## src/rtl/pp6_driver_if.sv

```systemverilog
// Stimulus/response bundle between pp6_driver and whoever controls it.
// The slave modport is the driver's view; master is the controller's view.
interface pp6_driver_if;
    logic        start;
    logic        abort;
    logic [2:0]  len;
    logic [15:0] pat;
    logic        y_in;
    logic        a;
    logic        b;
    logic        valid;
    logic        busy;
    logic        done;
    logic [7:0]  y_cap;

    modport master (
        output start, abort, len, pat, y_in,
        input  a, b, valid, busy, done, y_cap
    );

    modport slave (
        input  start, abort, len, pat, y_in,
        output a, b, valid, busy, done, y_cap
    );
endinterface

```

## src/rtl/pp6_driver.sv

```systemverilog
// Stimulus driver and response capture for a two-input a/b -> y sequence FSM.
// Plays up to 8 packed (a,b) pairs, one per clock, and records the FSM's
// registered y for each pair into y_cap, then pulses done.
module pp6_driver (
    input logic          clk_i,
    input logic          rst_i,
    pp6_driver_if.slave  bus_io
);

    typedef enum logic [1:0] {StIdle, StDrive, StFlush} state_e;

    state_e      state_q, state_d;
    logic [15:0] pat_q, pat_d;
    logic [2:0]  len_q, len_d;
    logic [3:0]  tx_q, tx_d;
    logic [3:0]  cap_q, cap_d;
    logic        a_q, a_d;
    logic        b_q, b_d;
    logic        valid_q, valid_d;
    logic        busy_q, busy_d;
    logic        done_q, done_d;
    logic [7:0]  y_cap_q, y_cap_d;
    logic [3:0]  n_pairs;

    assign n_pairs = {1'b0, len_q} + 4'd1;

    // Next-state and registered-output computation; abort overrides everything.
    always_comb begin
        state_d = state_q;
        pat_d   = pat_q;
        len_d   = len_q;
        tx_d    = tx_q;
        cap_d   = cap_q;
        a_d     = a_q;
        b_d     = b_q;
        valid_d = valid_q;
        done_d  = 1'b0;
        y_cap_d = y_cap_q;

        unique case (state_q)
            StIdle: begin
                if (bus_io.start) begin
                    pat_d   = bus_io.pat;
                    len_d   = bus_io.len;
                    y_cap_d = 8'h00;
                    a_d     = bus_io.pat[1];
                    b_d     = bus_io.pat[0];
                    valid_d = 1'b1;
                    tx_d    = 4'd1;
                    cap_d   = 4'd0;
                    state_d = StDrive;
                end
            end
            StDrive: begin
                if (tx_q < n_pairs) begin
                    a_d  = pat_q[{tx_q[2:0], 1'b1}];
                    b_d  = pat_q[{tx_q[2:0], 1'b0}];
                    tx_d = tx_q + 4'd1;
                end else begin
                    a_d     = 1'b0;
                    b_d     = 1'b0;
                    valid_d = 1'b0;
                    state_d = StFlush;
                end
                // The FSM's y for pair i is only registered two edges after
                // the pair appears, so the first DRIVE edge has nothing to take.
                if (tx_q >= 4'd2) begin
                    y_cap_d[cap_q[2:0]] = bus_io.y_in;
                    cap_d               = cap_q + 4'd1;
                end
            end
            StFlush: begin
                y_cap_d[len_q] = bus_io.y_in;
                done_d         = 1'b1;
                state_d        = StIdle;
            end
            default: begin
                state_d = StIdle;
            end
        endcase

        if (bus_io.abort) begin
            state_d = StIdle;
            a_d     = 1'b0;
            b_d     = 1'b0;
            valid_d = 1'b0;
            done_d  = 1'b0;
            y_cap_d = y_cap_q;
            pat_d   = pat_q;
            len_d   = len_q;
            tx_d    = tx_q;
            cap_d   = cap_q;
        end

        busy_d = (state_d != StIdle);
    end

    // State and output registers with asynchronous clear.
    always_ff @(posedge clk_i or posedge rst_i) begin
        if (rst_i) begin
            state_q <= StIdle;
            pat_q   <= 16'h0000;
            len_q   <= 3'd0;
            tx_q    <= 4'd0;
            cap_q   <= 4'd0;
            a_q     <= 1'b0;
            b_q     <= 1'b0;
            valid_q <= 1'b0;
            busy_q  <= 1'b0;
            done_q  <= 1'b0;
            y_cap_q <= 8'h00;
        end else begin
            state_q <= state_d;
            pat_q   <= pat_d;
            len_q   <= len_d;
            tx_q    <= tx_d;
            cap_q   <= cap_d;
            a_q     <= a_d;
            b_q     <= b_d;
            valid_q <= valid_d;
            busy_q  <= busy_d;
            done_q  <= done_d;
            y_cap_q <= y_cap_d;
        end
    end

    assign bus_io.a     = a_q;
    assign bus_io.b     = b_q;
    assign bus_io.valid = valid_q;
    assign bus_io.busy  = busy_q;
    assign bus_io.done  = done_q;
    assign bus_io.y_cap = y_cap_q;

endmodule
```

## src/flat_wrapper.sv

```systemverilog
// flat-port wrapper written by rule: the top's interface ports become plain ports
module pp6_driver_flat 
  (clk_i, rst_i, bus_io_start, bus_io_abort, bus_io_len, bus_io_pat, bus_io_y_in, bus_io_a, bus_io_b, bus_io_valid, bus_io_busy, bus_io_done, bus_io_y_cap);
  pp6_driver_if bus_io_i ();
  input logic clk_i;
  input logic rst_i;
  input wire logic [$bits(bus_io_i.start)-1:0] bus_io_start;
  input wire logic [$bits(bus_io_i.abort)-1:0] bus_io_abort;
  input wire logic [$bits(bus_io_i.len)-1:0] bus_io_len;
  input wire logic [$bits(bus_io_i.pat)-1:0] bus_io_pat;
  input wire logic [$bits(bus_io_i.y_in)-1:0] bus_io_y_in;
  output wire logic [$bits(bus_io_i.a)-1:0] bus_io_a;
  output wire logic [$bits(bus_io_i.b)-1:0] bus_io_b;
  output wire logic [$bits(bus_io_i.valid)-1:0] bus_io_valid;
  output wire logic [$bits(bus_io_i.busy)-1:0] bus_io_busy;
  output wire logic [$bits(bus_io_i.done)-1:0] bus_io_done;
  output wire logic [$bits(bus_io_i.y_cap)-1:0] bus_io_y_cap;
  assign bus_io_i.start = bus_io_start;
  assign bus_io_i.abort = bus_io_abort;
  assign bus_io_i.len = bus_io_len;
  assign bus_io_i.pat = bus_io_pat;
  assign bus_io_i.y_in = bus_io_y_in;
  assign bus_io_a = bus_io_i.a;
  assign bus_io_b = bus_io_i.b;
  assign bus_io_valid = bus_io_i.valid;
  assign bus_io_busy = bus_io_i.busy;
  assign bus_io_done = bus_io_i.done;
  assign bus_io_y_cap = bus_io_i.y_cap;
  pp6_driver u_core (.clk_i(clk_i), .rst_i(rst_i), .bus_io(bus_io_i));
endmodule
```

## config.mk

```make
export PLATFORM = sky130hd
export DESIGN_NAME = pp6_driver_flat
export DESIGN_NICKNAME = d
export VERILOG_FILES = /design/src/rtl/pp6_driver_if.sv /design/src/rtl/pp6_driver.sv /design/src/flat_wrapper.sv
export SDC_FILE = /design/constraint.sdc
export NUM_CORES = 1
export LEC_CHECK = 0
export BUFFER_PORTS_ARGS = -buffer_cell sky130_fd_sc_hd__buf_4
export CAP_MARGIN = 30
export CORE_MARGIN = 2
export CORE_UTILIZATION = 49
export DETAILED_ROUTE_END_ITERATION = 10
export PLACE_DENSITY = 0.74
export SETUP_SLACK_MARGIN = 0.1
export SLEW_MARGIN = 40
export SYNTH_ARGS = -nofsm -noshare
export SYNTH_HDL_FRONTEND = slang
export SYNTH_SLANG_ARGS = --single-unit
```

## constraint.sdc

```tcl
create_clock -name clk_i -period 2.4 [get_ports clk_i]
set_input_delay 0 -clock clk_i [delete_from_list [all_inputs] [get_ports clk_i]]
set_output_delay 0 -clock clk_i [all_outputs]
set_load 0.03 [all_outputs]
```

==> metrics.md, run 1 <==
| Metric | Value |
|---|---|
| Critical path class | reg2reg |
| Slew Viols, Final | 0 |
| Tcrit/Tclk final | 87.5% |
| EDFF count, synth | 0 |
| Setup TNS | 0 ns |
| Top FF cell, synth | dfrtp_1 |
| Post-synthesis net count | 263 |
| DR WL/cell | 14.5 um |
| P_sw | 0.00132 W |
| Share of power burned in registers | 34.0% |
| Final instance area | 3190 um^2 |
| Total GRT Usage | 20.6% |
| Setup Buffers After CTS | 0 |
| RR Endpoint | u_core.bus_io.a$_DFFE_PP0P_ |
| First-pass GRT wire length | 8890 um |
| CTS Sinks | 41 |
| CORE AREA | 5010 um^2 |
| P&R area growth vs syn | 27.3% |
| Die Height | 75.5 um |
| H-tree levels | 2 |
| Filler cells | 437 |
| Syn_area_per_cell | 11.0 um^2 |
| Worst vdd ir | 0.536 mV |
| # IOs | 37 |
| Outcome | completed |
| Die X | 75.5 um |
| R2r worst-path depth | 7 |
| Hold path endpoint | u_core.state_q[0]$_DFF_PP0_ |
| Sw Ratio | 38.7% |
| Largest net degree at the start of global routing | 42 |
| Via density | 5.48 |
| Vias in the first global route | 1927 |
| Clock Tree Buf Depth | 2 |
| RSZ-0062 raised after global routing | no |
| Worst reg2reg startpoint | u_core.len_q[0]$_DFFE_PP0P_ |
| Distinct cell type count after synthesis | 43 |
| Min Tclk post-route | 2.10 ns |
| Clock Power Share | 17.0% |
| Initial Util | 50.0% |
| #FFs+latches synth | 41 |
| Max Freq | 476 MHz |
| Cell taking the most area after synthesis | dfrtp_1 |
| Most frequent cells in the layout | buf_4 (44), dfrtp_1 (41), mux2_1 (27) |
| R2R setup slack | 0.30 ns |
| Endpoints failing setup | 0 |
| Grt ovf | 0 |
| Post-Syn Area | 2500 um^2 |
| Post_cts resized | 0 |
| Die area | 5690 um^2 |
| Worst rel slew slack | 65.9% |
| DP Area | 2860 um^2 |
| Placement Rows | 26 |
| Hold Crit Start | bus_io_start |
| Final Hold Vio Count | 0 |
| Sequential-to-total area share from yosys stat | 41.0% |
| Worst Clk Skew | 0.00880 ns |
| Share of async-settable or async-resettable flops after synthesis | 100% |
| Power Dens Cells | 1070 nW/um^2 |
| Final ANT Viol Nets | 0 |
| Startpoint Class | flip-flop |
| DRC | 0 |
| Routability Congestion | 0.893 |
| Lkg Pwr | 1.40 nW |
| Wirelength, routed | 5140 um |
| Synth warn | 0 |
| CTS tree | done |
| Internal power | 0.00209 W |
| Mapped Cells | 228 |
| Clock Latency Late Sink | 0.29 ns |
| Drt pass-1 iters | 4 |
| Antenna violations before repair | 0 |
| Most common cell after layout, fill and taps aside | buf_4 |
| Gate power share | 49.0% |
| ANT cells | 0 |
| Vias | 1939 |
| Clock buffer count from CTS | 5 |
| CP required | 2.61 ns |
| HPWL after detailed placement | 3550 um |
| # nets final | 318 |
| Worst-path clk slew | 0.08 ns |
| CTS root buffer | clkbuf_8 |
| Hold Crit Class | in2reg |
| Hold Path Depth | 3 |
| Crit Path Max Fanout | 6 |
| Area contributors post-synth | dfrtp_1 (41%), mux2_1 (12%), ha_1 (5.5%), mux2_2 (4.5%), mux4_2 (3.6%) |
| Port Buf Inserts | 36 |
| Critical path data arrival time | 2.31 ns |
| Element type at the critical path end | flip-flop |
| Max-cap violations | 0 |
| Worst Tran Pin Value | 0.512 ns |
| Fraction of layout cells with a size suffix above 1 | 26.4% |
| Top cell type's share of synthesized area | 41.0% |
| Initial DRC Count | 58 |
==> cells in the mapped netlist, drive strengths merged, types with 4 or more instances <==
| library cell | n |
|---|---|
| mux4 | 4 |
| nor3 | 5 |
| o21ai | 14 |
| a22oi | 8 |
| clkbuf | 11 |
| mux2 | 37 |
| inv | 7 |
| nand4 | 4 |
| a21oi | 10 |
| o31ai | 5 |
| ha | 11 |
| nand3b | 7 |
| dfrtp | 41 |
| nor3b | 6 |
| buf | 7 |
| nor2 | 6 |
| nand2 | 13 |
==> metrics by stage <==
stage	hold slack (ns)	worst slack [ns]	utilization [%]	cells	total power (W)
after detailed placement	0.168	0.339	57.0	325	0.00281
after CTS	0.0467	0.293	63.6	354	0.00344
after floorplan	0.132	0.454	-	228	0.00239
after global routing	0.0925	0.134	63.6	354	0.00368
after global placement	0.165	0.374	57.0	325	0.00277
final	0.0666	0.300	63.6	354	0.00341
==> worst max-delay path, stage by stage (launching register included) <==
cell      delay, ns
dfrtp_1        0.38
ha_1           0.21
xnor2_1        0.12
ha_1           0.24
or3_1          0.40
o211ai_2       0.32
nand4_1        0.18
a21oi_1        0.16
==> cell type report <==
type	instances	area, um^2	share of cell area, %
clock buffer	6	82.6	2.59
clock inverter	2	37.5	1.18
inverter	7	26.3	0.825
sequential	41	1030	32.2
timing repair buffer	66	561	17.6
tap	70	87.6	2.75
multi-input combinational	162	1370	42.9
==> per-layer routing <==
layer	global-route usage, %	vias up	wire (um)	part of all wire (%)
met2	36.0	46	2700	52
met4	6.82	0	68	1.3
li1	-	947	-	-
met3	3.57	6	160	3.1
met5	0	-	0	0
met1	25.8	940	2210	43
==> cells by family (layout without fill, tap and decap cells) <==
kind of cell / after synthesis / after routing / share of synthesized area (%)
and+or+nand+nor: 56 / 56 / 12.8
AOI/OAI and AO/OA: 50 / 50 / 14.3
muxes: 44 / 44 / 21.6
DFF: 41 / 41 / 41.0
buffers and inverters: 25 / 81 / 4.45
adders and majority gates: 11 / 11 / 5.50
xor gates and xnor gates: 1 / 1 / 0.350
==> power by group through the flow <==
stage | registers, W | clock network [W] | logic [W]
after floorplan | 0.00112 | 0 | 0.00127
after global placement | 0.00116 | 0 | 0.00161
after detailed placement | 0.00117 | 0 | 0.00164
after CTS | 0.00116 | 0.000598 | 0.00168
after global routing | 0.00120 | 0.000624 | 0.00186
final | 0.00116 | 0.000579 | 0.00167
==> worst max-delay path by stage <==
stage / start / end / slack, ns
4_1_cts: u_core.len_q[0]$_DFFE_PP0P_ / u_core.bus_io.a$_DFFE_PP0P_ / 0.29
3_3_place_gp: u_core.len_q[0]$_DFFE_PP0P_ / u_core.bus_io.busy$_DFF_PP0_ / 0.37
5_1_grt: u_core.len_q[1]$_DFFE_PP0P_ / u_core.bus_io.a$_DFFE_PP0P_ / 0.13
3_5_place_dp: u_core.len_q[0]$_DFFE_PP0P_ / u_core.tx_q[1]$_DFFE_PP0P_ / 0.34
6_report: u_core.len_q[0]$_DFFE_PP0P_ / u_core.bus_io.a$_DFFE_PP0P_ / 0.30
2_1_floorplan: u_core.len_q[0]$_DFFE_PP0P_ / u_core.tx_q[1]$_DFFE_PP0P_ / 0.45
==> state kept, by name, summed over array words and instances, names as in the netlist <==
name                 count
u_core.bus_io.busy       1
u_core.bus_io.y_cap      8
u_core.bus_io.b          1
u_core.cap_q             3
u_core.tx_q              4
u_core.len_q             3
u_core.state_q           2
u_core.bus_io.done       1
u_core.bus_io.valid      1
u_core.pat_q            16
u_core.bus_io.a          1
==> timing repair <==
action                                  in CTS  in global routing
endpoints found under the setup margin       0                  0
hold buffers                                21                  0
hold endpoints to repair                    67                  0
(Power assumes the default switching activity.)
==> inputs of run 2 (changes only) <==
--- a/config.mk
+++ b/config.mk
@@ -12,7 +12,6 @@
 export DETAILED_ROUTE_END_ITERATION = 10
 export PLACE_DENSITY = 0.74
 export SETUP_SLACK_MARGIN = 0.1
-export SLEW_MARGIN = 40
 export SYNTH_ARGS = -nofsm -noshare
 export SYNTH_HDL_FRONTEND = slang
 export SYNTH_SLANG_ARGS = --single-unit
==> constraint.sdc (replaced) <==
create_clock -name clk_i -period 2.4 [get_ports clk_i]
set_input_delay 0.12 -clock clk_i [delete_from_list [all_inputs] [get_ports clk_i]]
set_output_delay 0.12 -clock clk_i [all_outputs]
set_load 0.03 [all_outputs]
==> run 2 against run 1 <==
Net effect:
- combinational power barely moved
- count of clock-buffer cells in the layout did not move
- fmax barely moved
- sequential cell count did not move
- setup slack got worse by 0.0020 ns
- via count fell by 4.8%
- clock skew fell by 0.00069 ns
- total power fell by 0.79%
==> metrics.md, run 2 (synthesis results as in run 1) <==
| Metric | Value |
|---|---|
| Slew Viols, Final | 0 (unchanged) |
| Max-cap violations | 0 (unchanged) |
| Clock Tree Buf Depth | 2 (unchanged) |
| Initial DRC Count | 70 (was 58) |
| Routability Congestion | 0.893 (unchanged) |
| Endpoints failing setup | 0 (unchanged) |
| Final ANT Viol Nets | 0 (unchanged) |
| Hold Crit Class | in2reg (unchanged) |
| Fraction of layout cells with a size suffix above 1 | 28.4% (was 26.4%) |
| Vias | 1845 (was 1939) |
| Setup Buffers After CTS | 0 (unchanged) |
| R2R setup slack | 0.30 ns (about the same) |
| Multi-input gate area | 1370 um^2 (unchanged) |
| Antenna violations before repair | 0 (unchanged) |
| RSZ-0062 raised after global routing | no (unchanged) |
| Die X | 75.5 um (unchanged) |
| CTS root buffer | clkbuf_8 (unchanged) |
| CP required | 2.61 ns (about the same) |
| Reg with most FFs | u_core.pat_q (unchanged) |
| Critical path data arrival time | 2.31 ns (about the same) |
| Vias in the first global route | 1828 (was 1927) |
| ANT cells | 0 (unchanged) |
| Hold Crit Start | bus_io_pat[12] (was bus_io_start) |
| Hold Path Depth | 2 (was 3) |
| Final Hold Vio Count | 0 (unchanged) |
| Lkg Pwr | 1.32 nW (was 1.40 nW) |
| Filler cells | 468 (was 437) |
| Element type at the critical path end | flip-flop (unchanged) |
| Tcrit/Tclk final | 87.6% (was 87.5%) |
| Min Tclk post-route | 2.10 ns (about the same) |
| Worst reg2reg startpoint | u_core.len_q[0]$_DFFE_PP0P_ (unchanged) |
| Placement Rows | 26 (unchanged) |
| Setup ws final | 0.299 ns (was 0.300 ns) |
| DRC | 0 (unchanged) |
| # IOs | 37 (unchanged) |
| Outcome | completed (unchanged) |
| Max Freq | 476 MHz (about the same) |
| Drt pass-1 iters | 4 (unchanged) |
| Worst Tran Pin Value | 0.523 ns (was 0.512 ns) |
| Worst Setup SP | u_core.len_q[0]$_DFFE_PP0P_ (unchanged) |
| Via density | 5.52 (was 5.48) |
| Startpoint Class | flip-flop (unchanged) |
| CTS Sinks | 41 (unchanged) |
| Largest net degree at the start of global routing | 42 (unchanged) |
| Crit Path Max Fanout | 6 (unchanged) |
| Post_cts resized | 0 (unchanged) |
| Die area | 5690 um^2 (unchanged) |
| Power Dens Cells | 1130 nW/um^2 (was 1070 nW/um^2) |
| Critical path class | reg2reg (unchanged) |
| P&R area growth vs syn | 19.3% (was 27.3%) |
| CTS tree | done (unchanged) |
| Worst rel slew slack | 65.2% (was 65.9%) |
| DR WL/cell | 14.9 um (was 14.5 um) |
| Most frequent cells in the layout | buf_4 (44), dfrtp_1 (41), mux2_1 (27) (unchanged) |
| # nets final | 298 (was 318) |
| First-pass GRT wire length | 8460 um (was 8890 um) |
| H-tree levels | 2 (unchanged) |
| DP Area | 2860 um^2 (unchanged) |
| Setup TNS | 0 ns (unchanged) |
| Clock buffer count from CTS | 5 (unchanged) |
| Total GRT Usage | 19.6% (was 20.6%) |
| Port Buf Inserts | 36 (unchanged) |
| Final instance area | 2990 um^2 (was 3190 um^2) |
| Grt ovf | 0 (unchanged) |
| Max reg flops | 16 (unchanged) |
| RR Endpoint | u_core.bus_io.a$_DFFE_PP0P_ (unchanged) |
| R2r worst-path depth | 7 (unchanged) |
| Hold path endpoint | u_core.pat_q[12]$_DFFE_PP0P_ (was u_core.state_q[0]$_DFF_PP0_) |
| Worst vdd ir | 0.540 mV (was 0.536 mV) |
| HPWL after detailed placement | 3550 um (unchanged) |
| Area occupied by registers | 1030 um^2 (unchanged) |
| Initial Util | 50.0% (unchanged) |
| Pre-CTS setup slack | 0.339 ns (unchanged) |
| Most common cell after layout, fill and taps aside | buf_4 (unchanged) |
| Worst Clk Skew | 0.00811 ns (was 0.00880 ns) |
| Post-cts hold buffer count | 1 (was 21) |
| Wirelength, routed | 4970 um (was 5140 um) |
| Die Height | 75.5 um (unchanged) |
| Clock Latency Late Sink | 0.29 ns (about the same) |
| CORE AREA | 5010 um^2 (unchanged) |
| Worst-path clk slew | 0.08 ns (about the same) |
run 2: cell type report:
class	instances	area share, %
clock inverters	2	1.26
repair buffers	46	12.1
clock buffers	6	2.77
well taps	70	2.93
multi-input cells	162	45.7
flip-flops and latches	41	34.4
inverters	7	0.880
run 2: how the worst max path moves through the flow:
stage / end / slack [ns] / depth (start not counted)
5_1_grt: u_core.bus_io.a$_DFFE_PP0P_ / 0.13 / 7
4_1_cts: u_core.bus_io.a$_DFFE_PP0P_ / 0.29 / 7
6_report: u_core.bus_io.a$_DFFE_PP0P_ / 0.30 / 7
3_3_place_gp: u_core.bus_io.busy$_DFF_PP0_ / 0.37 / 7
3_5_place_dp: u_core.tx_q[1]$_DFFE_PP0P_ / 0.34 / 7
2_1_floorplan: u_core.tx_q[1]$_DFFE_PP0P_ / 0.45 / 7
run 2: routing by layer:
layer | global-route usage [%] | part of all wire, % | vias to the layer above
met5 | 0 | 0 | -
met4 | 6.82 | 1.4 | 0
met3 | 3.57 | 4.2 | 7
met2 | 33.7 | 51 | 47
met1 | 25.0 | 44 | 882
li1 | - | - | 909
run 2: through the flow:
step                      hold WS [ns]  power, W  utilization, %  instances
after floorplan                  0.252   0.00239               -        228
final                           0.0318   0.00338            59.6        334
after global routing            0.0286   0.00365            59.6        334
after CTS                       0.0258   0.00342            59.6        334
after global placement           0.285   0.00277            57.0        325
after detailed placement         0.288   0.00281            57.0        325
run 2: worst max-delay path: stages (launching register included):
cell and delay (ns):
dfrtp_1 0.38, ha_1 0.21, xnor2_1 0.12, ha_1 0.24, or3_1 0.40, o211ai_2 0.32, nand4_1 0.18, a21oi_1 0.17
run 2: power by group:
group          internal (W)  leakage (nW)  total (W)  switching [W]
Combinational      0.000800         0.744    0.00164       0.000845
Clock              0.000338        0.0574   0.000580       0.000242
Sequential         0.000931         0.518    0.00116       0.000228
Total               0.00207          1.32    0.00338        0.00131
